## src/rtl/dffrs_init_seq.sv

```systemverilog
// Preload sequencer for a bank of dffrs cells: pulses R/S low to force a pattern,
// lets the bank settle, then reads back Q and reports per-bit mismatches.
module dffrs_init_seq #(
  parameter int WIDTH         = 8,
  parameter int PULSE_CYCLES  = 2,
  parameter int SETTLE_CYCLES = 1
) (
  input  logic             clk,
  input  logic             R,
  input  logic             start,
  input  logic [WIDTH-1:0] init_val,
  input  logic [WIDTH-1:0] q_in,
  output logic [WIDTH-1:0] r_n,
  output logic [WIDTH-1:0] s_n,
  output logic             busy,
  output logic             done,
  output logic             mismatch,
  output logic [WIDTH-1:0] mismatch_mask
);

  localparam int MAXC  = (PULSE_CYCLES > SETTLE_CYCLES) ? PULSE_CYCLES : SETTLE_CYCLES;
  localparam int CNT_W = (MAXC < 1) ? 1 : $clog2(MAXC + 1);
  localparam logic [CNT_W-1:0] PULSE_LOAD  = CNT_W'(PULSE_CYCLES - 1);
  localparam logic [CNT_W-1:0] SETTLE_LOAD = CNT_W'((SETTLE_CYCLES > 0) ? SETTLE_CYCLES - 1 : 0);

  typedef enum logic [1:0] {
    ST_IDLE,
    ST_ASSERT,
    ST_SETTLE,
    ST_CHECK
  } state_t;

  state_t           state, state_nxt;
  logic [CNT_W-1:0] cnt, cnt_nxt;
  logic [WIDTH-1:0] pat, pat_nxt;
  logic [WIDTH-1:0] r_n_nxt, s_n_nxt, mask_nxt;
  logic             busy_nxt, done_nxt, mis_nxt;

  // Reset holds the bank cleared (R pins low) and discards any preload in flight.
  always_ff @(posedge clk) begin
    if (!R) begin
      state         <= ST_IDLE;
      cnt           <= '0;
      pat           <= '0;
      r_n           <= '0;
      s_n           <= '1;
      busy          <= 1'b0;
      done          <= 1'b0;
      mismatch      <= 1'b0;
      mismatch_mask <= '0;
    end else begin
      state         <= state_nxt;
      cnt           <= cnt_nxt;
      pat           <= pat_nxt;
      r_n           <= r_n_nxt;
      s_n           <= s_n_nxt;
      busy          <= busy_nxt;
      done          <= done_nxt;
      mismatch      <= mis_nxt;
      mismatch_mask <= mask_nxt;
    end
  end

  // Outputs are decoded from the next state so they line up with it after the edge.
  always_comb begin
    state_nxt = state;
    cnt_nxt   = cnt;
    pat_nxt   = pat;
    mask_nxt  = mismatch_mask;
    mis_nxt   = mismatch;
    done_nxt  = 1'b0;
    r_n_nxt   = '1;
    s_n_nxt   = '1;
    busy_nxt  = 1'b0;

    case (state)
      ST_IDLE: begin
        if (start) begin
          pat_nxt   = init_val;
          mask_nxt  = '0;
          mis_nxt   = 1'b0;
          cnt_nxt   = PULSE_LOAD;
          state_nxt = ST_ASSERT;
        end
      end
      ST_ASSERT: begin
        if (cnt == '0) begin
          if (SETTLE_CYCLES == 0) begin
            state_nxt = ST_CHECK;
          end else begin
            cnt_nxt   = SETTLE_LOAD;
            state_nxt = ST_SETTLE;
          end
        end else begin
          cnt_nxt = cnt - 1'b1;
        end
      end
      ST_SETTLE: begin
        if (cnt == '0) begin
          state_nxt = ST_CHECK;
        end else begin
          cnt_nxt = cnt - 1'b1;
        end
      end
      ST_CHECK: begin
        mask_nxt  = q_in ^ pat;
        mis_nxt   = |(q_in ^ pat);
        done_nxt  = 1'b1;
        state_nxt = ST_IDLE;
      end
      default: state_nxt = ST_IDLE;
    endcase

    // R follows the pattern and S its complement, so one pin per bit is ever low.
    case (state_nxt)
      ST_ASSERT: begin
        r_n_nxt  = pat_nxt;
        s_n_nxt  = ~pat_nxt;
        busy_nxt = 1'b1;
      end
      ST_SETTLE, ST_CHECK: busy_nxt = 1'b1;
      default: busy_nxt = 1'b0;
    endcase
  end

endmodule

```

## config.mk

```make
export PLATFORM = sky130hd
export DESIGN_NAME = dffrs_init_seq
export DESIGN_NICKNAME = d
export VERILOG_FILES = /design/src/rtl/dffrs_init_seq.sv
export SDC_FILE = /design/constraint.sdc
export NUM_CORES = 1
export LEC_CHECK = 0
export ABC_AREA = 1
export CAP_MARGIN = 20
export CELL_PAD_IN_SITES_DETAIL_PLACEMENT = 1
export CELL_PAD_IN_SITES_GLOBAL_PLACEMENT = 1
export CORE_MARGIN = 5
export CORE_UTILIZATION = 36
export DETAILED_ROUTE_END_ITERATION = 8
export PLACE_DENSITY = 0.8
export SLEW_MARGIN = 20
export SYNTH_ARGS = -nofsm -noshare
export SYNTH_HDL_FRONTEND = slang
export SYNTH_SLANG_ARGS = --single-unit
```

## constraint.sdc

```tcl
create_clock -name clk -period 3.7 [get_ports clk]
set_input_delay 1.11 -clock clk [delete_from_list [all_inputs] [get_ports clk]]
set_output_delay 1.11 -clock clk [all_outputs]
set_load 0.1 [all_outputs]
```

Yosys cells after proc, flatten, opt, wreduce, memory -nomap -nowiden
Cells that the tools add are included.
{ "word_totals": {"register_bits": 39, "wordCells": 46} }
{ "op_classes": {"addsub": 1, "eq_ne": 8, "n_mux": 17, "bitwise": 2, "n_reduce_logical": 9} }
{ "op_table": {"columns": ["operator", "count"], "rows": [
  ["$mux W8", 4],
  ["$pmux W8 S2", 1],
  ["$mux W2", 6],
  ["$eq A2 B2 Y1 const B", 4],
  ["$not A8 Y8", 1],
  ["$pmux W2 S4", 1],
  ["$reduce_or A8 Y1", 1],
  ["$xor A8 B8 Y8", 1],
  ["$pmux W2 S3", 1],
  ["$eq A2 B1 Y1 const B", 2],
  ["$logic_not A2 Y1", 2],
  ["$ne A2 B2 Y1 const B", 2],
  ["$reduce_and A2 Y1", 2],
  ["$mux W1", 3],
  ["$reduce_and A3 Y1", 1],
  ["$reduce_bool A3 Y1", 1],
  ["$reduce_or A3 Y1", 1],
  ["$pmux W1 S2", 1],
  ["$reduce_bool A2 Y1", 1],
  ["$sub A2 B1 Y2 const B", 1]
]} }

Depth between registers and ports, before layout
{ "logic_depth": {"word_depth": 6, "mapped_depth": 9, "ltp_nobuf": 9} }

Least setup slack after synthesis
OpenSTA, ideal clock, no wires.
{ "synth_path": {"kind": "register to output", "from": "reg mismatch", "to": "out mismatch", "arrival_ns": 0.925, "required_time_ns": 2.590, "setup_slack_ns": 1.665, "stages_incl_launch_ff": 1, "n_path_buf": 0, "cell_sequence": "dfxtp_1"} }
{ "synth_lines": {"columns": ["element", "line", "source"], "rows": [
  ["start, declared", "17", "output logic mismatch,"],
  ["start signal, assigned", "59", "mismatch <= mis_nxt;"]
]} }
No word-level cell between the ends.

Worst setup path in the final report
{ "layout_path": {"from": "in start", "to": "reg mismatch_mask[1]"} }
{ "layout_between": {"elab_chain_len": 2} }
{ "layout_lines": {"columns": ["element", "line", "source"], "rows": [
  ["start, declared", "10", "input logic start,"],
  ["$ne A2 B2 Y1 (no line)", null, null],
  ["$reduce_and A2 Y1 (no line)", null, null],
  ["end signal, assigned", "60", "mismatch_mask <= mask_nxt;"],
  ["end, declared", "18", "output logic [WIDTH-1:0] mismatch_mask"]
]} }
No other way between the ends.
A chain may end at the register's enable or synchronous reset.

==> metrics.txt <==
# TYPE chip_impl_metric gauge
chip_impl_info{name="run_status",value="finished clean"} 1
chip_impl_metric{name="count_of_pins_over_their_slew_limit",unit=""} 0
chip_impl_metric{name="finalWirelength",unit="mm"} 4.389
chip_impl_metric{name="groute.usage.overall",unit=""} 0.1548
chip_impl_metric{name="number_of_global_route_vias_before_repair",unit=""} 1596
chip_impl_metric{name="setup_slack",unit="ps"} 1436
chip_impl_metric{name="synth_seq_area_share",unit=""} 0.4664
chip_impl_metric{name="cellLeakagePower",unit="nW"} 1.031
chip_impl_metric{name="synthesized_netlist_net_count",unit=""} 245
chip_impl_metric{name="synth-simple-area-share",unit=""} 0.2743
chip_impl_metric{name="total_power",unit="W"} 0.001520
chip_impl_metric{name="maxCapViolCount",unit=""} 0
chip_impl_metric{name="clk_pin_slew",unit="ps"} 70
chip_impl_metric{name="worst_clock_skew",unit="ps"} 8.937
chip_impl_metric{name="quantity_of_gates_resized_following_cts",unit=""} 0
chip_impl_metric{name="drc",unit=""} 0
chip_impl_metric{name="setup_tns",unit="ps"} 0
chip_impl_metric{name="number_of_clock_sinks",unit=""} 39
chip_impl_metric{name="synthAdderAreaFrac",unit=""} 0.06726
chip_impl_metric{name="antenna_found_initial",unit=""} 0
chip_impl_metric{name="overflow",unit=""} 0
chip_impl_info{name="start_kind",value="input port"} 1
chip_impl_metric{name="post_dp_cell_area",unit="mm2"} 0.002088
chip_impl_metric{name="die_h",unit="um"} 78.20
chip_impl_metric{name="layout_fillers",unit=""} 576
chip_impl_metric{name="final.period_utilization",unit=""} 0.6120
chip_impl_metric{name="postSynthRegisterBits",unit=""} 39
chip_impl_info{name="post_synth_main_area_contributors",value="sky130_fd_sc_hd__dfxtp_1, sky130_fd_sc_hd__nand2_1, sky130_fd_sc_hd__inv_1"} 1
chip_impl_metric{name="hpwl",unit="mm"} 3.367
chip_impl_metric{name="gp_congestion",unit=""} 0.7746
chip_impl_info{name="worst_hold_startpoint",value="mismatch_mask[0]$_SDFFE_PN0P_"} 1
chip_impl_metric{name="critical_path_data_required_time",unit="ps"} 3910
chip_impl_metric{name="grt_first_pass_wirelength",unit="mm"} 7.417
chip_impl_metric{name="timing.fmax",unit="MHz"} 441.6
chip_impl_metric{name="longest_clk_path_bufs",unit=""} 2
chip_impl_metric{name="port_buffers",unit=""} 45
chip_impl_metric{name="io-pin-count",unit=""} 46
chip_impl_info{name="r2r-end",value="mismatch_mask[1]$_SDFFE_PN0P_"} 1
chip_impl_metric{name="seqCellArea",unit="um2"} 780.7
chip_impl_metric{name="synth.lib_cells_used.distinct",unit=""} 20
chip_impl_metric{name="ys.warnings.count",unit=""} 0
chip_impl_metric{name="num-nets-final",unit=""} 294
chip_impl_info{name="timing.critical_path.to_type",value="register"} 1
chip_impl_info{name="r2r-start",value="state[1]$_SDFF_PN0_"} 1
chip_impl_metric{name="setup-violations-final",unit=""} 0
chip_impl_info{name="timing_worst_setup_path_type",value="in -> reg"} 1
chip_impl_metric{name="cts_htree_levels",unit=""} 2
chip_impl_metric{name="avgSynthCellArea",unit="um2"} 7.715
chip_impl_metric{name="cts_setup_buffers",unit=""} 0
chip_impl_metric{name="initialDrtViolationCount",unit=""} 63
chip_impl_metric{name="largest_driver_fanout_on_the_critical_path",unit=""} 12
chip_impl_metric{name="synth_top_area_frac",unit=""} 0.4664
chip_impl_metric{name="dp.cells",unit=""} 311
chip_impl_metric{name="quantity_of_hold_fixing_buffers_added_after_cts",unit=""} 0
chip_impl_metric{name="post_synth_mux_area_share",unit=""} 0
chip_impl_metric{name="num_vias",unit=""} 1469
chip_impl_metric{name="flow.area_growth_from_synthesis",unit="%"} 31.09
chip_impl_info{name="cts_root_buffer",value="sky130_fd_sc_hd__clkbuf_8"} 1
chip_impl_metric{name="worstRegToRegCells",unit=""} 7
chip_impl_info{name="tritoncts",value="yes"} 1
chip_impl_metric{name="synth_compound_gate_area_share",unit=""} 0.09342
chip_impl_info{name="most_common_cell_after_layout_fill_and_taps_aside",value="sky130_fd_sc_hd__nand2_1"} 1
chip_impl_metric{name="fin_cells",unit=""} 318
chip_impl_metric{name="final_area",unit="mm2"} 0.002195
chip_impl_metric{name="ir_worst_vdd",unit="mV"} 0.4598
chip_impl_metric{name="worst_rel_slew_slack",unit=""} 0.6740
chip_impl_metric{name="reg2reg_slack",unit="ps"} 1970
chip_impl_metric{name="width_of_the_die",unit="um"} 78.20
chip_impl_metric{name="detailedRoute.firstPassIterationCount",unit=""} 4
chip_impl_metric{name="syn-instance-count",unit=""} 217
chip_impl_info{name="main_combinational_cell_family_by_area_after_synthesis",value="simple AND/OR/NAND/NOR gates"} 1
chip_impl_metric{name="holdPathStages",unit=""} 2
chip_impl_metric{name="layout-drive-gt1-share",unit=""} 0.1805
chip_impl_metric{name="worst_ep_arrival_time",unit="ps"} 2470
chip_impl_info{name="hold_class",value="reg -> reg"} 1
chip_impl_metric{name="power_density_relative_to_cell_area",unit="mW/mm2"} 692.5
chip_impl_metric{name="fp-row-count",unit=""} 24
chip_impl_metric{name="start_util",unit=""} 0.3767
chip_impl_metric{name="wl_per_cell",unit="um"} 13.80
chip_impl_metric{name="route.antenna.remaining_nets",unit=""} 0
chip_impl_metric{name="final-hold-violation-count",unit=""} 0
chip_impl_info{name="layout.cells.most_common_list",value="sky130_fd_sc_hd__nand2_1, sky130_fd_sc_hd__dfxtp_1, sky130_fd_sc_hd__inv_1"} 1
chip_impl_metric{name="largest_net_degree_at_the_start_of_global_routing",unit=""} 25
chip_impl_metric{name="core_area",unit="mm2"} 0.004444
chip_impl_metric{name="synth_xor_xnor_area_share",unit=""} 0
chip_impl_metric{name="netlist_area",unit="mm2"} 0.001674
chip_impl_metric{name="antenna_cells_inserted",unit=""} 0
chip_impl_metric{name="die_area",unit="mm2"} 0.006114
chip_impl_info{name="synth_top_area_cell",value="sky130_fd_sc_hd__dfxtp_1"} 1
chip_impl_metric{name="via_per_inst",unit=""} 4.619
chip_impl_metric{name="timing.final.crit_period",unit="ps"} 2264
chip_impl_metric{name="worst_slew_pin_slew",unit="ps"} 488.3
chip_impl_metric{name="detailedPlace.worstSlack",unit="ps"} 1128
chip_impl_info{name="end_of_the_worst_hold_path",value="mismatch_mask[0]$_SDFFE_PN0P_"} 1
chip_impl_metric{name="multi_input_comb_area",unit="um2"} 728.2
chip_impl_metric{name="cts_made_buffers",unit=""} 5
chip_impl_metric{name="insertion_delay",unit="ps"} 290
chip_impl_info{name="rsz0062_at_grt",value="false"} 1
## synth_stat cells
cell                      instances
sky130_fd_sc_hd__o21ai_0          6
sky130_fd_sc_hd__nor2_1          22
sky130_fd_sc_hd__buf_6            3
sky130_fd_sc_hd__nor3_4           1
sky130_fd_sc_hd__nand2_4          1
sky130_fd_sc_hd__o21ai_2          1
sky130_fd_sc_hd__a31oi_1          1
sky130_fd_sc_hd__nand3_1          9
sky130_fd_sc_hd__nand2_1         63
sky130_fd_sc_hd__ha_1             9
sky130_fd_sc_hd__inv_2            3
sky130_fd_sc_hd__nor3_2           4
sky130_fd_sc_hd__dfxtp_1         39
sky130_fd_sc_hd__o21ai_1          6
sky130_fd_sc_hd__nand3_2          1
sky130_fd_sc_hd__a21oi_1         13
sky130_fd_sc_hd__nor2_4           1
sky130_fd_sc_hd__inv_1           32
sky130_fd_sc_hd__a21oi_4          1
sky130_fd_sc_hd__nand2_2          1
## per-stage QoR
step	hold slack [ps]	util
floorplan	484.0	-
detailed placement	460.0	0.4699
global route	499.5	0.4938
global placement	451.8	0.4699
finish	468.0	0.4938
CTS	470.8	0.4938
## how the worst max path moves through the flow
stage	start	endpoint	slack, ps
3_3_place_gp	start	mismatch_mask[0]$_SDFFE_PN0P_	1220
3_5_place_dp	start	mismatch_mask[1]$_SDFFE_PN0P_	1130
6_report	start	mismatch_mask[1]$_SDFFE_PN0P_	1440
5_1_grt	start	mismatch_mask[6]$_SDFFE_PN0P_	1330
4_1_cts	start	mismatch_mask[1]$_SDFFE_PN0P_	1420
2_1_floorplan	mismatch$_SDFFE_PN0P_	mismatch	1670
## area by class of cell
class                   count  area share
flip-flops and latches     39      0.3558
clock inverters             2     0.01710
clock buffers               5     0.03136
repair buffers             45      0.1745
multi-input cells         140      0.3318
well taps                  52     0.02965
inverters                  35     0.05986
## critical path, stage by stage
cell                              delay, ps
sky130_fd_sc_hd__clkdlybuf4s50_1        480
sky130_fd_sc_hd__nand2_2                240
sky130_fd_sc_hd__inv_2                  110
sky130_fd_sc_hd__a21oi_4                260
sky130_fd_sc_hd__nand2_1                100
sky130_fd_sc_hd__a21oi_1                160
## routing by layer
layer,vias to the layer above,GRT usage,part of all wire
li1,760,-,-
met1,670,0.1901,0.46
met2,32,0.2577,0.47
met3,7,0.04233,0.046
met4,0,0.06119,0.015
met5,-,0,0
## flip-flops by register name, summed over array words and instances (netlist names)
register / flops
mismatch_mask: 8
pat: 8
r_n: 8
s_n: 8
cnt: 2
state: 2
busy: 1
done: 1
mismatch: 1
## kinds of logic (layout without fill, tap and decap cells)
family                   count (synthesis)  count (layout)
adder cells (fa/ha/maj)                  9               9
buffers and inverters                   38              87
AND/OR/NAND/NOR                        103             103
flip-flops                              39              39
AO/OA/AOI/OAI                           28              28
## power by group
part	switching [W]	total [W]	internal [W]
logic	0.000516	0.000657	0.000140
clock network	0.000148	0.000345	0.000197
registers	0.0000321	0.000518	0.000486
total	0.000696	0.00152	0.000823
(Power assumes the default switching activity.)
